## src/rtl/ext_fifo_prefill_gate.sv

```systemverilog
// ext_fifo_prefill_gate
//
// Elastic stage sitting right after the external-SRAM FIFO on the int_clk
// side, feeding the TX DSP. Incoming 36-bit framed words are buffered in a
// small on-chip circular FIFO. Output is withheld (FILL) until either the
// occupancy reaches THRESHOLD or at least one complete packet (EOF) is held.
// From then on words stream (STREAM) until the buffer drains at a packet
// boundary. Running dry in the middle of a packet is reported as an underrun.
//
// Optional feature macro: PREFILL_STATS_EN
//   defined   -> underrun_count (saturating) and high_water (peak occupancy)
//   undefined -> both outputs tied to zero, no statistics registers
//
// Ports
//   clk            int_clk domain clock
//   rst            synchronous active-high reset
//   clear          synchronous flush, same effect as rst
//   datain         [31:0] payload, [32] SOF, [33] EOF, [35:34] sideband
//   src_rdy_i      upstream word valid
//   dst_rdy_o      buffer not full
//   dataout        head-of-buffer word (first-word-fall-through)
//   src_rdy_o      word presented (gate open and buffer non-empty)
//   dst_rdy_i      downstream accepts
//   occupancy      words held
//   underrun       one-cycle pulse on mid-packet starvation
//   underrun_count saturating underrun counter (stats build only)
//   high_water     peak occupancy since reset/clear (stats build only)

module ext_fifo_prefill_gate #(
    parameter int SIZE      = 6,
    parameter int THRESHOLD = 48
) (
    input  logic            clk,
    input  logic            rst,
    input  logic            clear,
    input  logic [35:0]     datain,
    input  logic            src_rdy_i,
    output logic            dst_rdy_o,
    output logic [35:0]     dataout,
    output logic            src_rdy_o,
    input  logic            dst_rdy_i,
    output logic [SIZE:0]   occupancy,
    output logic            underrun,
    output logic [15:0]     underrun_count,
    output logic [SIZE:0]   high_water
);

    localparam int            DEPTH  = 1 << SIZE;
    localparam logic [SIZE:0] THRESH = (SIZE+1)'(THRESHOLD);
    localparam logic [SIZE:0] ONE    = (SIZE+1)'(1);

    typedef enum logic {FILL, STREAM} state_t;

    state_t           state_reg, state_next;
    logic [35:0]      mem [DEPTH];
    logic [SIZE:0]    wr_ptr_reg, rd_ptr_reg;
    logic [SIZE:0]    eof_held_reg, eof_held_next;
    logic [SIZE:0]    occ_next;
    logic             in_pkt_reg;
    logic             armed_reg;
    logic             flush;
    logic             full, empty;
    logic             wr_en, rd_en;
    logic             wr_eof, rd_eof;

    assign flush = rst | clear;

    assign full  = (wr_ptr_reg[SIZE] != rd_ptr_reg[SIZE]) &&
                   (wr_ptr_reg[SIZE-1:0] == rd_ptr_reg[SIZE-1:0]);
    assign empty = (wr_ptr_reg == rd_ptr_reg);

    // No full-bypass: a read in the same cycle does not free a slot early.
    assign dst_rdy_o = ~full;
    assign wr_en     = src_rdy_i & ~full;
    assign rd_en     = src_rdy_o & dst_rdy_i;

    assign occupancy = wr_ptr_reg - rd_ptr_reg;

    // Head entry is read asynchronously so the word at rd_ptr is presented
    // without a read-latency bubble; a new word becomes visible the cycle
    // after its write.
    assign dataout = mem[rd_ptr_reg[SIZE-1:0]];

    always_ff @(posedge clk) begin
        if (wr_en) begin
            mem[wr_ptr_reg[SIZE-1:0]] <= datain;
        end
    end

    assign wr_eof = wr_en & datain[33];
    assign rd_eof = rd_en & dataout[33];

    always_comb begin
        occ_next = occupancy;
        if (wr_en && !rd_en) begin
            occ_next = occupancy + ONE;
        end else if (rd_en && !wr_en) begin
            occ_next = occupancy - ONE;
        end
    end

    always_comb begin
        eof_held_next = eof_held_reg;
        if (wr_eof && !rd_eof) begin
            eof_held_next = eof_held_reg + ONE;
        end else if (rd_eof && !wr_eof) begin
            eof_held_next = eof_held_reg - ONE;
        end
    end

    // Pointers, packet tracking and underrun re-arm.
    always_ff @(posedge clk) begin
        if (flush) begin
            wr_ptr_reg   <= '0;
            rd_ptr_reg   <= '0;
            eof_held_reg <= '0;
            in_pkt_reg   <= 1'b0;
            armed_reg    <= 1'b1;
        end else begin
            if (wr_en) begin
                wr_ptr_reg <= wr_ptr_reg + ONE;
            end
            if (rd_en) begin
                rd_ptr_reg <= rd_ptr_reg + ONE;
                in_pkt_reg <= ~dataout[33];
            end
            eof_held_reg <= eof_held_next;
            // One pulse per starvation episode; the next read re-arms it.
            if (rd_en) begin
                armed_reg <= 1'b1;
            end else if (underrun) begin
                armed_reg <= 1'b0;
            end
        end
    end

    // FSM: state register
    always_ff @(posedge clk) begin
        if (flush) begin
            state_reg <= FILL;
        end else begin
            state_reg <= state_next;
        end
    end

    // FSM: next state. The open condition looks at the values the registers
    // are about to take, so the word that meets the threshold is presented
    // on the very next cycle.
    always_comb begin
        state_next = state_reg;
        case (state_reg)
            FILL: begin
                if ((occ_next >= THRESH) || (eof_held_next != '0)) begin
                    state_next = STREAM;
                end
            end
            STREAM: begin
                if (empty && !in_pkt_reg) begin
                    state_next = FILL;
                end
            end
            default: state_next = FILL;
        endcase
    end

    // FSM: outputs
    always_comb begin
        src_rdy_o = 1'b0;
        underrun  = 1'b0;
        if (state_reg == STREAM) begin
            src_rdy_o = ~empty;
            underrun  = empty & in_pkt_reg & armed_reg & ~flush;
        end
    end

`ifdef PREFILL_STATS_EN
    logic [15:0]   underrun_count_reg;
    logic [SIZE:0] high_water_reg;

    always_ff @(posedge clk) begin
        if (flush) begin
            underrun_count_reg <= '0;
            high_water_reg     <= '0;
        end else begin
            if (underrun && (underrun_count_reg != 16'hFFFF)) begin
                underrun_count_reg <= underrun_count_reg + 16'd1;
            end
            if (occ_next > high_water_reg) begin
                high_water_reg <= occ_next;
            end
        end
    end

    assign underrun_count = underrun_count_reg;
    assign high_water     = high_water_reg;
`else
    assign underrun_count = '0;
    assign high_water     = '0;
`endif

endmodule
```

## config.mk

```make
export PLATFORM = sky130hd
export DESIGN_NAME = ext_fifo_prefill_gate
export DESIGN_NICKNAME = d
export VERILOG_FILES = /design/src/rtl/ext_fifo_prefill_gate.sv
export SDC_FILE = /design/constraint.sdc
export NUM_CORES = 2
export LEC_CHECK = 0
export BUFFER_PORTS_ARGS = -buffer_cell sky130_fd_sc_hd__buf_2
export CAP_MARGIN = 20
export CELL_PAD_IN_SITES_DETAIL_PLACEMENT = 0
export CELL_PAD_IN_SITES_GLOBAL_PLACEMENT = 2
export CORE_MARGIN = 5
export CORE_UTILIZATION = 56
export CTS_CLUSTER_DIAMETER = 120
export DETAILED_ROUTE_END_ITERATION = 7
export HOLD_SLACK_MARGIN = 0.15
export PLACE_DENSITY = 0.87
export SYNTH_ARGS = -nofsm -noshare
export SYNTH_HDL_FRONTEND = slang
export SYNTH_SLANG_ARGS = --single-unit
```

## constraint.sdc

```tcl
create_clock -name clk -period 10.8 [get_ports clk]
set_input_delay 0 -clock clk [delete_from_list [all_inputs] [get_ports clk]]
set_output_delay 0 -clock clk [all_outputs]
set_load 0.03 [all_outputs]
```

==> qor.csv <==
metric,value,unit
worst setup margin,5.21,ns
Routed Antenna Nets,0,
placer congestion estimate,0.781,
total global-route track usage,28.5,%
Hold WS,0.145,ns
DRC Markers,0,
Global Route met3 Usage,7.55,%
Fmax,0.179,GHz
Layout area overhead,12.7,%
most frequent cells after synthesis,"2304 x edfxtp_1, 734 x mux4_2, 98 x nor2_1, 93 x clkbuf_1, 51 x buf_2",
"Cell Area, Placed",92900,sq um
row cnt,146,
final WL,236000,microns
Die Area,168000,sq um
syn avg cell area,24.7,sq um
power per cell area,179,nW/um^2
Syn Inst Count,3622,
critical path class,register to primary output,
I/O Buffers,86,
CTS Hold Bufs,44,
Max-Cap Viols,0,
clock buffer count from CTS,218,
Syn Std Cell Area,89500,sq um
die width,410,microns
worst hold path type,primary input to register,
1st-iter DRT viols,7331,
ys flop type,edfxtp_1,
ratio of cells with drive above 1 in the final layout,32.7,%
CTS tree,yes,
Synth Warn #,0,
sequential share of the synthesized area,78.0,%
max reg flops,2304,
clk_lat worst skew,0.86,ns
first-pass GRT wire length,333000,microns
required time worst endpoint,10.80,ns
largest net degree at the start of global routing,175,
most common cell in the netlist,edfxtp_1,
R2R depth,11,
met1 Use GR,40.4,%
Synth top area share,77.3,%
setup bufs post-CTS,0,
Tmin final,5.59,ns
post-DP HPWL,122000,microns
initial antenna violation count,7,
Yosys reg bits,2334,
end-of-flow core utilization,63.6,%
"Period Utilization, post-route",51.8,%
Worst setup EP type,primary output,
via count,42600,
Overall Power,18.1,mW
"Remaining Overflow, GRT",0,
Setup Viol. Count Final,0,
clock tree root driver cell,clkbuf_16,
leakage,30.2,nW
leading area contributor after synthesis,edfxtp_1,
number of library cell types mapped by synthesis,54,
CTS max path bufs,3,
"Reg clk slew, reported paths",0.06,ns
H-tree Lvls,4,
Async SR Flop Fraction,0,%
post-cts sizing count,0,
GR Layer Usage met2,44.8,%
Fin. Hold Viols,0,
fillers,10100,
final setup TNS,0,ns
post-route insts no fill,6154,
RSZ-0062 raised after global routing,false,
Crit path arrival time,5.59,ns
Placed Cells,5694,
# nets final,3953,
Post-synth EDFFs,2304,
Die H,410,microns
vias in the first global route,43000,
cell area after layout,101000,sq um
CP Max Fanout,47,
Clock Sinks,2334,
Worst Skew,0.0583,ns
outcome,completed,
Via density,6.93,
Initial Utilization,56.4,%
Final Max Tran Viols,0,
worst-margin pin slew,1.46,ns
wire per inst,38.3,microns
crit path launch type,register,
Core ar.,159000,sq um
worst hold stages,2,
relative slew slack,2.91,%
worst ir drop on vdd,0.183,mV
largest cells by area after synthesis,"edfxtp_1 77%, mux4_2 18%, dfxtp_1 0.67%",
GR peak layer,met2,
first drt pass iteration count,5,
Top Ports,110,
Post-Place Worst Slack,6.00,ns
## final timing paths
check        startpoint  slack (ns)     endpoint
max            register        5.21  dataout[34]
min reg2reg  in_pkt_reg        0.47   in_pkt_reg
max reg2reg    register        6.14    state_reg
min           datain[9]        0.14   mem[44][9]
## cell type report
cell class | count | area [sq um] | area share, %
flip-flops and latches | 2334 | 69800 | 69.2
multi-input cells | 1085 | 19200 | 19.0
clock buffers | 270 | 5750 | 5.71
well taps | 2072 | 2590 | 2.57
repair buffers | 244 | 1960 | 1.95
clock inverters | 132 | 1520 | 1.50
inverters | 16 | 60.1 | 0.0595
diodes | 1 | 2.50 | 0.00248
## worst max-delay path, stage by stage, from the launching register on
cell     delay (ns)
dfxtp_4        0.88
buf_4          0.79
buf_4          0.88
mux4_2         0.65
mux4_2         0.48
mux4_2         0.59
buf_2          0.23
## power by group
part	total (mW)	leakage [nW]	switching, mW	internal (mW)
combinational	0.285	5.66	0.219	0.0655
sequential	9.97	21.0	0.00504	9.96
clock	7.81	3.53	3.33	4.48
total	18.1	30.2	3.56	14.5
## layer usage
| layer | up-vias | routed length [microns] |
|---|---|---|
| met5 | - | 0 |
| met4 | 0 | 7410 |
| met3 | 455 | 30200 |
| met2 | 3224 | 114000 |
| met1 | 22800 | 84600 |
| li1 | 16200 | - |
## logic make-up (layout without fill, tap and decap cells)
logic type / count (synthesis) / in the layout / synth area share, %
compound gates: 49 / 49 / 0.368
buf+inv: 225 / 662 / 1.22
other cells: 1 / 24 / 0.00419
simple gates: 197 / 197 / 1.00
flops: 2334 / 2334 / 78.0
mux: 776 / 776 / 19.0
fa+ha+maj: 15 / 15 / 0.213
xor+xnor: 25 / 25 / 0.245
## cell usage in the layout (no fill, tap or decap), drive strengths merged, types with 11 or more instances in the layout
| cell type | n |
|---|---|
| buf | 197 |
| bufinv | 29 |
| clkbuf | 270 |
| clkinv | 84 |
| clkinvlp | 11 |
| conb | 23 |
| dfxtp | 30 |
| dlygate4sd3 | 47 |
| edfxtp | 2304 |
| ha | 12 |
| inv | 24 |
| mux2i | 32 |
| mux4 | 734 |
| nand2 | 37 |
| nand3 | 13 |
| nand4 | 13 |
| nor2 | 98 |
| o21ai | 14 |
| xnor2 | 15 |
Power figures use the tool's default switching activity.
